===== config.mk =====
export PLATFORM = sky130hd
export DESIGN_NAME = pe_switch_ctx_seq
export DESIGN_NICKNAME = d
export VERILOG_FILES = /design/src/rtl/pe_switch_ctx_seq.sv
export SDC_FILE = /design/constraint.sdc
export NUM_CORES = 1
export LEC_CHECK = 0
export ABC_AREA = 1
export CORE_ASPECT_RATIO = 1.4
export CORE_MARGIN = 4
export CORE_UTILIZATION = 55
export CTS_CLUSTER_DIAMETER = 40
export DETAILED_ROUTE_END_ITERATION = 10
export DONT_BUFFER_PORTS = 1
export PLACE_DENSITY = 0.72
export SLEW_MARGIN = 25
export SYNTH_ARGS = -nofsm -noshare
export SYNTH_HDL_FRONTEND = slang
export SYNTH_SLANG_ARGS = --single-unit

===== constraint.sdc =====
create_clock -name clk -period 2.7 [get_ports clk]
set_input_delay 0.54 -clock clk [delete_from_list [all_inputs] [get_ports clk]]
set_output_delay 0.54 -clock clk [all_outputs]
set_load 0.02 [all_outputs]

===== src/rtl/pe_switch_ctx_seq.sv =====
// Context sequencer driving the PE 5x4 crossbar switch word.
// Loads contexts over a valid/ready stream and replays them on start.
module pe_switch_ctx_seq #(
   parameter int CTX_DEPTH = 8,
   parameter int SW_W      = 12,
   parameter int IDX_W     = $clog2(CTX_DEPTH)
) (
   input  logic             clk,
   input  logic             rst_n,
   input  logic             cfg_valid,
   output logic             cfg_ready,
   input  logic [SW_W-1:0]  cfg_data,
   input  logic             cfg_last,
   input  logic [15:0]      loop_count,
   input  logic             start,
   input  logic             stop,
   output logic [SW_W-1:0]  switch,
   output logic [IDX_W-1:0] ctx_idx,
   output logic             busy,
   output logic             done,
   output logic             loaded,
   output logic             cfg_err
);

   typedef enum logic [1:0] {
      S_IDLE,
      S_RUN,
      S_DONE
   } state_t;

   localparam logic [IDX_W:0] DEPTH = (IDX_W+1)'(CTX_DEPTH);

   state_t          state;
   logic [SW_W-1:0] ctx_mem [CTX_DEPTH];
   logic [IDX_W:0]  wr_cnt;
   logic [IDX_W:0]  num_ctx;
   logic            first;
   logic [15:0]     iter;
   logic [15:0]     loop_q;

   logic            accept;
   logic            ovf;
   logic            fld_bad;
   logic [SW_W-1:0] cfg_fix;
   logic            last_ctx;
   logic            last_iter;
   logic [IDX_W-1:0] nxt_idx;

   assign cfg_ready = (state == S_IDLE) & ~start;
   assign accept    = cfg_valid & cfg_ready;
   assign ovf       = (wr_cnt == DEPTH);

   // Out-of-range selects are clamped to the LSU port (4).
   always_comb begin
      cfg_fix = cfg_data;
      fld_bad = 1'b0;
      for (int f = 0; f < SW_W / 3; f++) begin
         if (cfg_data[3*f +: 3] > 3'd4) begin
            cfg_fix[3*f +: 3] = 3'd4;
            fld_bad = 1'b1;
         end
      end
   end

   assign last_ctx  = ({1'b0, ctx_idx} == (num_ctx - 1'b1));
   assign last_iter = (loop_q != 16'd0) && (iter == (loop_q - 16'd1));
   assign nxt_idx   = last_ctx ? '0 : ctx_idx + 1'b1;

   always_ff @(posedge clk) begin
      if (accept && !ovf) begin
         ctx_mem[wr_cnt[IDX_W-1:0]] <= cfg_fix;
      end
   end

   always_ff @(posedge clk or negedge rst_n) begin
      if (!rst_n) begin
         state   <= S_IDLE;
         switch  <= '0;
         ctx_idx <= '0;
         busy    <= 1'b0;
         done    <= 1'b0;
         loaded  <= 1'b0;
         cfg_err <= 1'b0;
         wr_cnt  <= '0;
         num_ctx <= '0;
         first   <= 1'b1;
         iter    <= '0;
         loop_q  <= '0;
      end else begin
         done <= 1'b0;
         if (accept) begin
            if (first) begin
               loaded  <= 1'b0;
               cfg_err <= fld_bad;
            end else begin
               cfg_err <= cfg_err | fld_bad | ovf;
            end
            first <= cfg_last;
            if (cfg_last) begin
               num_ctx <= ovf ? DEPTH : wr_cnt + 1'b1;
               loaded  <= 1'b1;
               wr_cnt  <= '0;
            end else if (!ovf) begin
               wr_cnt <= wr_cnt + 1'b1;
            end
         end
         unique case (state)
            S_IDLE: begin
               if (start && loaded) begin
                  state   <= S_RUN;
                  busy    <= 1'b1;
                  switch  <= ctx_mem[0];
                  ctx_idx <= '0;
                  iter    <= '0;
                  loop_q  <= loop_count;
               end
            end
            S_RUN: begin
               if (stop || (last_ctx && last_iter)) begin
                  state   <= S_DONE;
                  busy    <= 1'b0;
                  done    <= 1'b1;
                  switch  <= '0;
                  ctx_idx <= '0;
               end else begin
                  ctx_idx <= nxt_idx;
                  switch  <= ctx_mem[nxt_idx];
                  if (last_ctx) begin
                     iter <= iter + 16'd1;
                  end
               end
            end
            S_DONE: begin
               state <= S_IDLE;
            end
            default: begin
               state <= S_IDLE;
            end
         endcase
      end
   end

endmodule


Word-level counts from Yosys, hierarchy flattened --
Memory sizes are Yosys's and may differ from the RTL's. Cells that the tools add are included.
Storage, ports and cells: memories kept 1, register bits 62, latch bits 0, logic and storage cells 89, memory bits (writable) 96, output and inout port bits 20, input bits 34, bits in read-only memories 0
Cells by class: eq/ne operators 9, divide/modulo/power cells 0, reductions and logical operators 18, order comparisons 4, $mul 0, add/subtract/negate cells 5, muxes and demuxes 35, bitwise logic cells 5, shift operators 0
Memory list:
- ctx_mem | words 8, bits a word 12, rd ports 2, clocked after Yosys merged registers in 0, wr ports 1, RTL line 34 | logic [SW_W-1:0] ctx_mem [CTX_DEPTH];
Operator list (count):
- $mux 16 | 3
- $pmux 16 s2 | 1
- $mux 12 | 2
- $pmux 12 s2 | 1
- $mux 3 | 7
- $add 16x1->16 const B | 1
- $eq 16x16->1 | 1
- $reduce_bool 16->1 | 1
- $sub 16x1->16 const B | 1
- $mux 1 | 13
- $gt 3x3->1 const B | 4
- $mux 4 | 3
- $reduce_and 2->1 | 6
- $ne 2x2->1 const B | 4
- $pmux 3 s2 | 1
- $add 4x1->4 const B | 1
- $eq 3x4->1 | 1
- $eq 4x4->1 const B | 1
- $logic_and 1x1->1 | 4
- $mux 2 | 2
- $pmux 2 s2 | 1
- $reduce_and 4->1 | 1
- $reduce_bool 2->1 | 2
- $sub 4x1->4 const B | 1
- 11 further kinds | 13

Depth between registers and ports, before layout --
word-level depth 8, mapped depth 19, gate-level depth less buffers 18

Worst setup path before layout --
OpenSTA, ideal clock, no wires.
kind input to register, start in start, end mem ctx_mem[0][0] (enable), stages 7, required time 2304 ps, setup slack -242 ps, library setup time 396 ps, arrival time 2546 ps, cells stage by stage nor3_1 -> nand2_1 -> inv_1 -> nand2_1 -> inv_1 -> nand2_1 -> nor3_1
Between the ends: longest elaborated chain between the ends 6
RTL lines:
- from (decl) | RTL line 15 | input logic start,
- $not 1->1 | RTL line 49 | assign cfg_ready = (state == S_IDLE) & ~start;
- $and 1x1->1 | RTL line 49
- $and 1x1->1 | RTL line 50 | assign accept = cfg_valid & cfg_ready;
- $logic_and 1x1->1 | RTL line 70 | if (accept && !ovf) begin
- $mux 1 | RTL line 70
- $mux 1 (implied by the code) | RTL line 71 | ctx_mem[wr_cnt[IDX_W-1:0]] <= cfg_fix;
- to (decl) | RTL line 34
Every way passes these cells.

Worst setup path in the final report --
start reg num_ctx[0], end reg switch[5]
Between the ends: longest elaborated chain between the ends 6, elaborated cells between the ends (all ways) 8, classes of those cells 1 x add/sub; 1 x eq/ne; 3 x mux; 2 x reduce/logical; 1 x memory
RTL lines:
- from (decl) | RTL line 36 | logic [IDX_W:0] num_ctx;
- from (signal assigned) | RTL line 100 | num_ctx <= ovf ? DEPTH : wr_cnt + 1'b1;
- $sub 4x1->4 (*) | RTL line 65 | assign last_ctx = ({1'b0, ctx_idx} == (num_ctx - 1'b1));
- $eq 3x4->1 (*) | RTL line 65
- $mux 3 / $logic_and 1x1->1 (equally long branches) | RTL line 67, 119
- $mem_v2 8x12 / $logic_or 1x1->1 (equally long branches)
- $mux 12 (*) | RTL line 119 | if (stop || (last_ctx && last_iter)) begin
- $pmux 12 s2 (*) | RTL line 107 | unique case (state)
- to (signal assigned) | RTL line 112 | switch <= ctx_mem[0];
- to (signal assigned) | RTL line 127 | switch <= ctx_mem[nxt_idx];
- to (decl) | RTL line 17 | output logic [SW_W-1:0] switch,
Mark *: on every way between the ends. The rest lies on a longest branch, timed or not. A chain may end at the register's enable or synchronous reset.

==> results.py <==
metrics = {
    "outcome": {
        "status": "finished clean",
    },
    "setup_path": {
        "crit_chain": "inv_1 > ha_1 > nor2_1 > nor2_1 > and2_1 > nand3_1 > buf_4 > nand2_2 > buf_12 > nand2_1 > nand3_1 > nand2_1 > nand2_1 > nand2_1 > nor2_1 > nor2_1 > nor2_1",
        "worstSetupPathType": "reg -> reg",
        "arrival_ns": 2.81,
        "worst_path_largest_cell_delay_ns": 0.37,
        "critical_path.slowest_cell": "dfrtp_1",
        "cpMostUsedCell": "nor2_1",
        "crit_required_ns": 3.01,
        "regToRegSetupSlack_ns": 0.20,
        "crit_fanout": 24,
        "crit_path_end_kind": "register",
        "start_kind": "register",
    },
    "clocking": {
        "cts_num_sinks": 158,
        "cts_tree": "built",
        "htreeDepth": 4,
        "clock-root-buffer": "clkbuf_16",
        "clkLatencyLatePin_ns": 0.42,
        "cts_buffers": 17,
        "clk_path_buf_depth": 2,
        "clkTransAtPathRegs_ns": 0.06,
        "post_cts.repair.setup_buffers": 0,
    },
    "sta": {
        "tightest_slew_ns": 0.6105,
        "fmax_mhz": 400.7,
        "post-route-min-period_ns": 2.496,
        "rsz0062_at_grt": "no",
        "skew_ns": 0.005997,
        "min_period_over_period": 0.9243,
        "finalMaxSlewViolations": 0,
        "maxSlewHeadroom": 0.5915,
        "finalSetupViolCount": 0,
        "hold_viol": 0,
    },
    "power": {
        "leakagePower_nw": 3.949,
        "clockPowerShare": 0.254,
        "switching_power_mw": 3.903,
        "internal-power_mw": 5.652,
        "power.total_mw": 9.555,
        "power_frac_seq": 0.371,
        "ir_drop_mv": 0.5073,
        "power_frac_comb": 0.375,
        "pwr_density_cell_nw_per_um2": 1072,
        "sw_frac_of_total": 0.4085,
    },
    "grt": {
        "groute.usage.overall": 0.2391,
        "grt_pass1_wl_mm": 30.24,
        "grt_pass1_vias": 6116,
        "grt_max_degree": 63,
        "antenna_found_initial": 0,
        "grt_overflow": 0,
    },
    "yosys": {
        "ys_seq_area_frac": 0.5550,
        "syn-mean-instance-area_sq_um": 8.520,
        "synthCells": 938,
        "ys.flop_type": "edfxtp_1",
        "synth_cell_types": 39,
        "synth_async_sr_flop_share": 0.3924,
        "syn_nets": 979,
        "synth_top_area_frac": 0.3607,
        "ys_warn_count": 0,
        "synth_seq_cells": 158,
        "ys_top_cells_by_area": "edfxtp_1, dfrtp_1, nand2_1, nand3_1, nor2_1",
        "syn_area_sq_um": 7991,
        "yosysTopAreaCell": "edfxtp_1",
        "synth_edf_count": 96,
    },
    "layout": {
        "nets": 988,
        "final_common_cell": "nand2_1",
        "finalNonFillerCells": 1145,
        "n_antenna_cell": 0,
        "drive_gt1_frac": 0.09479,
        "utilization": 0.6321,
        "final_cell_mix": "nand2_1, nor2_1, nand3_1",
        "final_area_sq_um": 8914,
        "area_growth_syn_to_layout_pct": 11.54,
        "num-fill-cells": 1218,
    },
    "floorplan": {
        "fp.dieArea_sq_um": 16550,
        "die_h_microns": 150.6,
        "core-area_sq_um": 14100,
        "die_x_microns": 109.9,
        "rows": 51,
        "pin_count": 54,
        "start_util": 0.5667,
    },
    "detailed_routing": {
        "vias_per_cell": 5.314,
        "drt_wl_total_mm": 18.57,
        "drtIter0Drc": 420,
        "post_drt_wl_per_cell_microns": 16.22,
        "drt_first_pass_iters": 6,
        "vias": 6085,
        "postRouteAntennaNets": 0,
        "drc": 0,
    },
    "flow_run": {
        "cap_violations": 0,
    },
    "placement": {
        "place.gp.congestion": 0.9128,
        "dpl_cell_area_sq_um": 8234,
        "io_buffers": 0,
        "placed_cells": 1110,
        "hpwl_mm": 12.60,
    },
    "worst_hold_path": {
        "hold_path_class": "in -> reg",
    },
}
-- synth_stat cells, drive strengths merged (2+ instances only) --
cell,instances
and2,2
buf,15
clkbuf,21
dfrtp,61
edfxtp,96
ha,7
inv,80
nand2,332
nand3,114
nand3b,5
nand4,4
nor2,121
nor3,12
nor4,5
o21ai,23
o22ai,6
or2,2
xnor2,6
xor2,19
-- flip-flops by register name, summed over array words and instances, names as in the netlist --
name and flops:
done 1, cfg_err 1, ctx_idx 3, wr_cnt 4, busy 1, num_ctx 4
loop_q 16, iter 16, loaded 1, state 2, switch 12, ctx_mem 96
first 1
-- cells by family (layout without fill, tap and decap cells) --
| kind of cell | Yosys count | in the layout | share of synthesized area |
|---|---|---|---|
| xor gates and xnor gates | 25 | 25 | 0.02740 |
| AOI/OAI and AO/OA | 32 | 32 | 0.02239 |
| DFF | 158 | 158 | 0.5550 |
| buffers and inverters | 118 | 140 | 0.06262 |
| adders and majority gates | 7 | 7 | 0.01096 |
| and+or+nand+nor | 598 | 598 | 0.3216 |
-- power groups by stage --
stage | clock network (mW) | registers [mW] | logic, mW
6_report | 2.43 | 3.55 | 3.58
3_3_place_gp | 0 | 3.58 | 3.38
5_1_grt | 2.56 | 3.59 | 4.08
3_5_place_dp | 0 | 3.59 | 3.45
2_1_floorplan | 0 | 3.44 | 2.68
4_1_cts | 2.46 | 3.55 | 3.50
-- worst max-delay path, delay by kind of cell, from the launching register on --
kind | cells | cell delay [ns]
AND/OR/NAND/NOR | 13 | 1.12
buffers and inverters | 3 | 0.61
flip-flops | 1 | 0.37
adder cells (fa/ha/maj) | 1 | 0.26
-- per-layer routing --
metal | up-vias | share of wire | global-route usage
met1 | 2851 | 0.40 | 0.2768
met3 | 52 | 0.048 | 0.05706
met2 | 138 | 0.52 | 0.4110
met4 | 0 | 0.039 | 0.1148
li1 | 3044 | - | -
met5 | - | 0 | 0
-- path summary, 6_finish.rpt --
path / endpoint / from / cells after the start
max: switch[5]$_DFFE_PN0P_ / num_ctx[0]$_DFFE_PN0P_ / 17
min: ctx_mem[5][2]$_DFFE_PP_ / cfg_data[2] / 0
max reg2reg: switch[5]$_DFFE_PN0P_ / num_ctx[0]$_DFFE_PN0P_ / 17
min reg2reg: iter[6]$_DFFE_PN0P_ / iter[6]$_DFFE_PN0P_ / 2
max in group asynchronous: first$_DFFE_PN1P_ / rst_n / 2
min in group asynchronous: loop_q[7]$_DFFE_PN0P_ / rst_n / 2
-- stage by stage --
step,hold slack [ns],setup TNS (ns),worst slack (ns)
2_1_floorplan,0.2444,-8.339,-0.2421
3_3_place_gp,0.2461,0,0.2320
3_5_place_dp,0.2465,0,0.1824
4_1_cts,0.1925,0,0.1692
5_1_grt,0.1877,0,0.008287
6_report,0.2085,0,0.2043
-- cell type report --
class,count,area [sq um],share of cell area
clock buffers,19,432.9,0.04857
clock inverters,13,162.7,0.01825
flip-flops and latches,158,4436,0.4976
well taps,185,231.5,0.02597
inverters,81,304.0,0.03411
repair buffers,27,255.2,0.02864
multi-input cells,662,3092,0.3469
-- repair_timing --
item	in CTS	in global routing
gates resized for setup	0	4
endpoints found under the setup margin	0	25
hold buffers	2	0
endpoints found under the hold margin	62	0
Power figures use the tool's default switching activity.
